File: src/rtl/axi_pkg.sv
// AXI type definitions shared by the width converters.
// Contents: burst length, beat size and burst type encodings.
package axi_pkg;

   typedef logic [7:0] len_t;
   typedef logic [2:0] size_t;
   typedef logic [1:0] burst_t;

   localparam burst_t BURST_FIXED = 2'b00;
   localparam burst_t BURST_INCR  = 2'b01;
   localparam burst_t BURST_WRAP  = 2'b10;

endpackage

File: src/rtl/fifo_v3.sv
// Synchronous FIFO with registered occupancy.
// Ports:
//   clk_i, rst_ni    clock, asynchronous active-low reset
//   full_o, empty_o  occupancy flags, derived from the occupancy register
//   data_i, push_i   write side; a push while full is ignored
//   data_o, pop_i    read side (head entry); a pop while empty is ignored
module fifo_v3 #(
   parameter int unsigned DATA_WIDTH = 32,
   parameter int unsigned DEPTH      = 8
) (
   input  logic                  clk_i,
   input  logic                  rst_ni,
   output logic                  full_o,
   output logic                  empty_o,
   input  logic [DATA_WIDTH-1:0] data_i,
   input  logic                  push_i,
   output logic [DATA_WIDTH-1:0] data_o,
   input  logic                  pop_i
);

   localparam int unsigned AddrW = (DEPTH > 1) ? $clog2(DEPTH) : 1;
   localparam int unsigned CntW  = $clog2(DEPTH + 1);

   logic [DATA_WIDTH-1:0] mem_q [DEPTH];
   logic [AddrW-1:0]      rd_ptr_q;
   logic [AddrW-1:0]      wr_ptr_q;
   logic [CntW-1:0]       cnt_q;
   logic                  push_ok;
   logic                  pop_ok;

   assign full_o  = (cnt_q == CntW'(DEPTH));
   assign empty_o = (cnt_q == '0);
   assign data_o  = mem_q[rd_ptr_q];
   assign push_ok = push_i & ~full_o;
   assign pop_ok  = pop_i & ~empty_o;

   // Pointer and occupancy update; pointers wrap explicitly so any DEPTH works.
   always_ff @(posedge clk_i or negedge rst_ni) begin
      if (!rst_ni) begin
         rd_ptr_q <= '0;
         wr_ptr_q <= '0;
         cnt_q    <= '0;
         for (int i = 0; i < DEPTH; i++) begin
            mem_q[i] <= '0;
         end
      end else begin
         if (push_ok) begin
            mem_q[wr_ptr_q] <= data_i;
            wr_ptr_q <= (wr_ptr_q == AddrW'(DEPTH - 1)) ? '0 : wr_ptr_q + AddrW'(1);
         end
         if (pop_ok) begin
            rd_ptr_q <= (rd_ptr_q == AddrW'(DEPTH - 1)) ? '0 : rd_ptr_q + AddrW'(1);
         end
         case ({push_ok, pop_ok})
            2'b10:   cnt_q <= cnt_q + CntW'(1);
            2'b01:   cnt_q <= cnt_q - CntW'(1);
            default: cnt_q <= cnt_q;
         endcase
      end
   end

endmodule

File: src/rtl/axi_w_upsizer_packer.sv
// Write-data packer of an AXI upsizer: gathers narrow W beats of one AW burst
// into wide W beats with merged strobes. One command per burst is queued on
// the cmd port; AW forwarding and B handling are done elsewhere.
// Ports:
//   clk_i, rst_i            clock, asynchronous active-high reset
//   cmd_*                   burst command (address low bits, len, size, burst)
//   slv_w_*                 narrow W channel (slave side)
//   mst_w_*                 wide W channel (master side), all outputs registered
//   err_o                   sticky last-vs-length mismatch flag
// Build option: AXI_W_UPSIZER_LAST_CHECK_EN derives burst termination from the
// len counter and flags mismatches on err_o; otherwise termination follows
// slv_w_last_i and err_o is tied low.
module axi_w_upsizer_packer
   import axi_pkg::*;
#(
   parameter int unsigned NarrowDataWidth = 32,
   parameter int unsigned WideDataWidth   = 256,
   parameter int unsigned UserWidth       = 8,
   parameter int unsigned CmdDepth        = 2
) (
   input  logic                                 clk_i,
   input  logic                                 rst_i,
   input  logic                                 cmd_valid_i,
   output logic                                 cmd_ready_o,
   input  logic [$clog2(WideDataWidth/8)-1:0]   cmd_offset_i,
   input  logic [7:0]                           cmd_len_i,
   input  logic [2:0]                           cmd_size_i,
   input  logic [1:0]                           cmd_burst_i,
   input  logic [NarrowDataWidth-1:0]           slv_w_data_i,
   input  logic [NarrowDataWidth/8-1:0]         slv_w_strb_i,
   input  logic                                 slv_w_last_i,
   input  logic [UserWidth-1:0]                 slv_w_user_i,
   input  logic                                 slv_w_valid_i,
   output logic                                 slv_w_ready_o,
   output logic [WideDataWidth-1:0]             mst_w_data_o,
   output logic [WideDataWidth/8-1:0]           mst_w_strb_o,
   output logic                                 mst_w_last_o,
   output logic [UserWidth-1:0]                 mst_w_user_o,
   output logic                                 mst_w_valid_o,
   input  logic                                 mst_w_ready_i,
   output logic                                 err_o
);

   localparam int unsigned NarrowBytes = NarrowDataWidth / 8;
   localparam int unsigned WideBytes   = WideDataWidth / 8;
   localparam int unsigned OffW        = $clog2(WideBytes);

   localparam logic [1:0] IDLE = 2'd0;
   localparam logic [1:0] PACK = 2'd1;
   localparam logic [1:0] SEND = 2'd2;

   typedef struct packed {
      logic [OffW-1:0] offset;
      len_t            len;
      size_t           size;
      burst_t          burst;
   } cmd_t;

   cmd_t  cmd_in;
   cmd_t  cmd_head;
   logic  fifo_full;
   logic  fifo_empty;
   logic  fifo_pop;
   logic  rst_n;

   logic [1:0]                 state_q, state_d;
   logic [OffW-1:0]            offset_q, offset_d;
   len_t                       beats_q, beats_d;
   size_t                      size_q, size_d;
   burst_t                     burst_q, burst_d;
   logic [WideDataWidth-1:0]   data_d;
   logic [WideBytes-1:0]       strb_d;
   logic                       last_d;
   logic [UserWidth-1:0]       user_d;
   logic                       load;

   logic                       slv_hs;
   logic                       mst_hs;
   logic [OffW-1:0]            offset_inc;
   logic [OffW-1:0]            lane_base;
   logic [NarrowDataWidth-1:0] narrow_masked;
   logic [WideDataWidth-1:0]   data_sh;
   logic [WideBytes-1:0]       strb_sh;
   logic                       final_beat;
   logic                       flush;

   assign rst_n  = ~rst_i;
   assign cmd_in = '{offset: cmd_offset_i, len: cmd_len_i, size: cmd_size_i, burst: cmd_burst_i};
   assign cmd_ready_o = ~fifo_full;

   fifo_v3 #(
      .DATA_WIDTH ($bits(cmd_t)),
      .DEPTH      (CmdDepth)
   ) i_cmd_fifo (
      .clk_i   (clk_i),
      .rst_ni  (rst_n),
      .full_o  (fifo_full),
      .empty_o (fifo_empty),
      .data_i  (cmd_in),
      .push_i  (cmd_valid_i),
      .data_o  (cmd_head),
      .pop_i   (fifo_pop)
   );

   // Zero disabled narrow bytes so they land as 0 in the wide beat.
   for (genvar j = 0; j < NarrowBytes; j++) begin : g_mask
      assign narrow_masked[j*8 +: 8] = slv_w_data_i[j*8 +: 8] & {8{slv_w_strb_i[j]}};
   end

   // Narrow lane position within the wide beat, aligned to the narrow bus width.
   assign lane_base  = offset_q & ~OffW'(NarrowBytes - 1);
   assign data_sh    = WideDataWidth'(narrow_masked) << {lane_base, 3'b000};
   assign strb_sh    = WideBytes'(slv_w_strb_i) << lane_base;
   assign offset_inc = offset_q + (OffW'(1) << size_q);

   assign slv_hs = slv_w_ready_o & slv_w_valid_i;
   assign mst_hs = mst_w_valid_o & mst_w_ready_i;

`ifdef AXI_W_UPSIZER_LAST_CHECK_EN
   logic err_d;
   assign final_beat = (beats_q == '0);
`else
   assign final_beat = slv_w_last_i;
   assign err_o      = 1'b0;
`endif

   // A wide beat leaves on the burst end, on every FIXED beat, or when the
   // incrementing address crosses into the next wide word.
   assign flush = final_beat | (burst_q == BURST_FIXED) | (offset_inc == '0);

   // Next-state and datapath update.
   always_comb begin
      state_d  = state_q;
      offset_d = offset_q;
      beats_d  = beats_q;
      size_d   = size_q;
      burst_d  = burst_q;
      data_d   = mst_w_data_o;
      strb_d   = mst_w_strb_o;
      last_d   = mst_w_last_o;
      user_d   = mst_w_user_o;
      fifo_pop = 1'b0;
      load     = 1'b0;
`ifdef AXI_W_UPSIZER_LAST_CHECK_EN
      err_d    = err_o;
`endif

      case (state_q)
         IDLE: begin
            if (!fifo_empty) begin
               load = 1'b1;
            end
         end
         PACK: begin
            if (slv_hs) begin
               data_d  = mst_w_data_o | data_sh;
               strb_d  = mst_w_strb_o | strb_sh;
               user_d  = slv_w_user_i;
               beats_d = beats_q - 8'd1;
               if (burst_q != BURST_FIXED) begin
                  offset_d = offset_inc;
               end
               if (flush) begin
                  last_d  = final_beat;
                  state_d = SEND;
               end
`ifdef AXI_W_UPSIZER_LAST_CHECK_EN
               if (slv_w_last_i != (beats_q == '0)) begin
                  err_d = 1'b1;
               end
`endif
            end
         end
         SEND: begin
            if (mst_hs) begin
               data_d = '0;
               strb_d = '0;
               last_d = 1'b0;
               if (!mst_w_last_o) begin
                  state_d = PACK;
               end else if (!fifo_empty) begin
                  load = 1'b1;
               end else begin
                  state_d = IDLE;
               end
            end
         end
         default: state_d = IDLE;
      endcase

      // Entry into PACK with a fresh command: pop it and start from an empty beat.
      if (load) begin
         fifo_pop = 1'b1;
         offset_d = cmd_head.offset;
         beats_d  = cmd_head.len;
         size_d   = cmd_head.size;
         burst_d  = cmd_head.burst;
         data_d   = '0;
         strb_d   = '0;
         last_d   = 1'b0;
         state_d  = PACK;
      end
   end

   // State, command context, and registered outputs.
   always_ff @(posedge clk_i or posedge rst_i) begin
      if (rst_i) begin
         state_q       <= IDLE;
         offset_q      <= '0;
         beats_q       <= '0;
         size_q        <= '0;
         burst_q       <= BURST_FIXED;
         mst_w_data_o  <= '0;
         mst_w_strb_o  <= '0;
         mst_w_last_o  <= 1'b0;
         mst_w_user_o  <= '0;
         mst_w_valid_o <= 1'b0;
         slv_w_ready_o <= 1'b0;
`ifdef AXI_W_UPSIZER_LAST_CHECK_EN
         err_o         <= 1'b0;
`endif
      end else begin
         state_q       <= state_d;
         offset_q      <= offset_d;
         beats_q       <= beats_d;
         size_q        <= size_d;
         burst_q       <= burst_d;
         mst_w_data_o  <= data_d;
         mst_w_strb_o  <= strb_d;
         mst_w_last_o  <= last_d;
         mst_w_user_o  <= user_d;
         mst_w_valid_o <= (state_d == SEND);
         slv_w_ready_o <= (state_d == PACK);
`ifdef AXI_W_UPSIZER_LAST_CHECK_EN
         err_o         <= err_d;
`endif
      end
   end

endmodule

File: config.mk
export PLATFORM = sky130hd
export DESIGN_NAME = axi_w_upsizer_packer
export DESIGN_NICKNAME = d
export VERILOG_FILES = /design/src/rtl/axi_pkg.sv /design/src/rtl/fifo_v3.sv /design/src/rtl/axi_w_upsizer_packer.sv
export SDC_FILE = /design/constraint.sdc
export NUM_CORES = 1
export LEC_CHECK = 0
export ABC_CLOCK_PERIOD_IN_PS = 10250
export BUFFER_PORTS_ARGS = -buffer_cell sky130_fd_sc_hd__buf_2
export CAP_MARGIN = 20
export CORE_MARGIN = 10
export CORE_UTILIZATION = 25
export CTS_CLUSTER_DIAMETER = 150
export DETAILED_ROUTE_END_ITERATION = 10
export PLACE_DENSITY_LB_ADDON = 0.05
export SYNTH_ARGS = -nofsm -noshare
export SYNTH_HDL_FRONTEND = slang
export SYNTH_SLANG_ARGS = --single-unit
File: constraint.sdc
create_clock -name clk_i -period 10.25 [get_ports clk_i]
set_input_delay 0.5125 -clock clk_i [delete_from_list [all_inputs] [get_ports clk_i]]
set_output_delay 0.5125 -clock clk_i [all_outputs]
set_load 0.02 [all_outputs]
==> impl_metrics.ini <==
[status]
status = finished clean

[floorplanning]
initial_core_util_pct = 25.2
die_area_um2 = 59700
core_um2 = 50000
die_x_um = 244
io_pins = 369
rows = 82
die_height_um = 244

[routing]
vias_per_cell = 4.38
via_count = 9708
first_iter_violations = 473
remaining_drc_errors = 0
final_antenna_net_count = 0
wl_per_cell_um = 21.5
totalWireLength_um = 47600
drt_first_pass_iters = 5

[synth]
ys_ff_latch = 335
netlist_top_cells_area = dfrtp_1 67%, o21ai_0 9.1%, nand2_1 9.0%
syn_inst = 1157
synth.distinct_cells = 46
syn_area_per_cell_um2 = 10.9
synth_area_um2 = 12600
synth_ff_type = dfrtp_1
synth_edf_count = 0
netlist.area_leader.share_pct = 66.6
ys_warn_count = 0
yosysTopAreaCell = dfrtp_1
async_reset_ff_share_pct = 100
synth_fp_nets = 1231
ys_seq_area_share_pct = 66.6

[setup_path]
worst-path-buf-inv = 1
r2r_start = state_q[1]$_DFF_PP0_
worst_setup_path_start_kind = flip-flop
max_stage_delay_ns = 0.68
crit_path_end = mst_w_data_o[129]$_DFFE_PP0P_
end_kind = flip-flop
crit_path_max_fanout = 144
crit_start = state_q[1]$_DFF_PP0_
regToRegEndpoint = mst_w_data_o[129]$_DFFE_PP0P_
slowest_stage = a211o_4
r2r_setup_slack_ns = 6.84
critPathTopFamily = simple AND/OR/NAND/NOR gates
crit_arrival_ns = 3.85
path_class = reg2reg
reg2regPathDepth = 5
path_depth = 5
path_cells = nor3_1 -> a211o_4 -> buf_12 -> nand2_1 -> o21ai_0
required_ns = 10.69

[power_and_ir_drop]
p_sw_mw = 2.53
netSwitchingFraction_pct = 43.3
p_comb_share_pct = 39.3
irDropWorstVdd_mv = 0.167
cell_internal_pwr_mw = 3.31
power_density_nw_per_um2 = 355
leakagePower_nw = 8.36
p_seq_share_pct = 36.6
pwr-share-clk_pct = 24.2

[sta]
fin_setup_tns_ns = 0
rsz0062_at_grt = false
fin_crit_sh_pct = 33.2
drv_slew = 0
max_slew_margin_pct = 35.3
setup_viol = 0
fin_skew_ns = 0.0138
post-route-min-period_ns = 3.41
tightestPinTransition_ns = 0.971
max_freq_ghz = 0.294
hold_violations = 0

[final_layout]
fin_nets = 1591
drive_gt1_share_pct = 31.5
instances_no_fill = 2216
utilization_pct = 32.9
syn_to_final_growth_pct = 30.4
fillers = 5317

[flow_run]
cap_violations = 0

[clock_network]
numCtsBuffers = 41
holdBufCountCts = 0
cts.sinks = 335
postCtsSetupBuffers = 0
cts_max_level = 2
clock_latency_ns = 0.55
clk_pin_slew_ns = 0.06
cts_root_buffer = clkbuf_16
cts_resized = 0
clockBufferDepth = 3
cts_tree = built

[global_routing]
antenna_found_initial = 1
overflow = 0
grt_pass1_wl_um = 71400
grt_pass1_vias = 10277
grt_max_degree = 160
grt_use_total_pct = 15.7

[place]
place_inst = 2146
gp_congestion = 0.747
placement.io_buffers = 359
hpwl_um = 32800

[hold_path]
hold_class = in2async
cell usage after synthesis (all sizes together) (2+ instances only):
library cell	count
nand3b	2
mux2i	16
nor3b	5
o31ai	2
o211ai	2
dfrtp	335
a21oi	41
mux2	30
nor2b	4
inv	18
nor3	3
a21o	2
nand3	18
nor2	28
o21ai	262
buf	27
xnor2	5
a211oi	2
xor2	4
clkbuf	25
nand2	309
ha	5
registers in the layout, indices dropped and copies added, names as in the netlist:
register and flops:
burst_q 2, i_cmd_fifo.cnt_q 2, i_cmd_fifo.mem_q 20, i_cmd_fifo.rd_ptr_q 1, i_cmd_fifo.wr_ptr_q 1, mst_w_data_o 256, mst_w_last_o 1, mst_w_strb_o 32
mst_w_user_o 8, mst_w_valid_o 1, offset_q 5, size_q 3, slv_w_ready_o 1, state_q 2
cell usage in the layout, fill, tap and decap left out, types with 9 or more instances in the layout:
| master | netlist | routed |
|---|---|---|
| clkbuf_1 | 25 | 9 |
| mux2i_1 | 16 | 16 |
| clkbuf_16 | 0 | 41 |
| nand2_1 | 301 | 301 |
| buf_2 | 20 | 359 |
| inv_1 | 18 | 17 |
| nand3_1 | 10 | 10 |
| o21ai_0 | 230 | 230 |
| dfrtp_1 | 335 | 335 |
| mux2_2 | 30 | 30 |
| a21oi_1 | 40 | 40 |
| o21ai_1 | 32 | 32 |
| clkbuf_8 | 0 | 9 |
| nor2_1 | 27 | 26 |
worst reg2reg max path: cells and delay by family, from the launching register on:
family                 cells  cell delay (ns)
and+or+nand+nor            2             1.16
buffers and inverters      1             0.60
DFF                        1             0.54
AOI/OAI and AO/OA          2             1.01
through the flow:
stage | hold slack [ns] | area, um2 | setup slack (ns) | total power, mW
6_report | 0.0568 | 16400 | 6.84 | 5.83
5_1_grt | 0.110 | 16400 | 6.54 | 6.24
4_1_cts | 0.111 | 16400 | 6.83 | 5.98
3_5_place_dp | 0.465 | 15100 | 6.85 | 4.52
3_3_place_gp | 0.459 | 15100 | 6.83 | 4.51
2_1_floorplan | 0.474 | 12600 | 0.456 | 3.51
power groups by stage:
stage          Clock (mW)  Combinational, mW  Sequential (mW)
5_1_grt              1.52               2.52             2.20
4_1_cts              1.47               2.36             2.14
2_1_floorplan           0              0.928             2.58
3_3_place_gp            0               2.36             2.15
3_5_place_dp            0               2.36             2.16
6_report             1.41               2.29             2.13
worst min-delay path by stage:
| stage | depth (start not counted) | slack, ns | endpoint | from |
|---|---|---|---|---|
| after global routing | 2 | 0.11 | mst_w_data_o[124]$_DFFE_PP0P_ | rst_i |
| after detailed placement | 2 | 0.46 | mst_w_data_o[63]$_DFFE_PP0P_ | mst_w_data_o[63]$_DFFE_PP0P_ |
| after global placement | 2 | 0.46 | mst_w_data_o[102]$_DFFE_PP0P_ | mst_w_data_o[102]$_DFFE_PP0P_ |
| after floorplan | 1 | 0.47 | i_cmd_fifo.mem_q[15]$_DFFE_PP0P_ | i_cmd_fifo.mem_q[15]$_DFFE_PP0P_ |
| after CTS | 2 | 0.11 | mst_w_data_o[156]$_DFFE_PP0P_ | rst_i |
| final | 2 | 0.06 | mst_w_data_o[155]$_DFFE_PP0P_ | rst_i |
cell families (layout without fill, tap and decap cells):
family	count (synthesis)	count (layout)	share of synthesized area, %
flip-flops	335	335	66.6
multiplexers	46	46	3.95
XOR/XNOR	9	9	0.626
AND/OR/NAND/NOR	374	374	12.8
AO/OA/AOI/OAI	316	316	12.9
adder cells (fa/ha/maj)	6	6	0.656
other	1	2	0.0298
buffers and inverters	70	456	2.46
per-layer routing:
layer	share of wire, %	global-route usage (%)	wire length, um
met1	45	20.4	21300
met2	48	25.7	23100
met3	5.0	3.91	2370
met4	1.8	3.69	861
met5	0.027	0	13
layout make-up:
| cell class | count | area (um2) | area share (%) |
|---|---|---|---|
| Sequential cell | 335 | 8380 | 51.0 |
| Multi-Input combinational cell | 752 | 3940 | 24.0 |
| Timing Repair Buffer | 369 | 1900 | 11.5 |
| Clock buffer | 59 | 1180 | 7.21 |
| Tap cell | 672 | 841 | 5.12 |
| Clock inverter | 10 | 103 | 0.625 |
| Inverter | 18 | 75.1 | 0.457 |
| Antenna cell | 1 | 2.50 | 0.0152 |
Note: power is estimated with default switching activity, not from simulation.
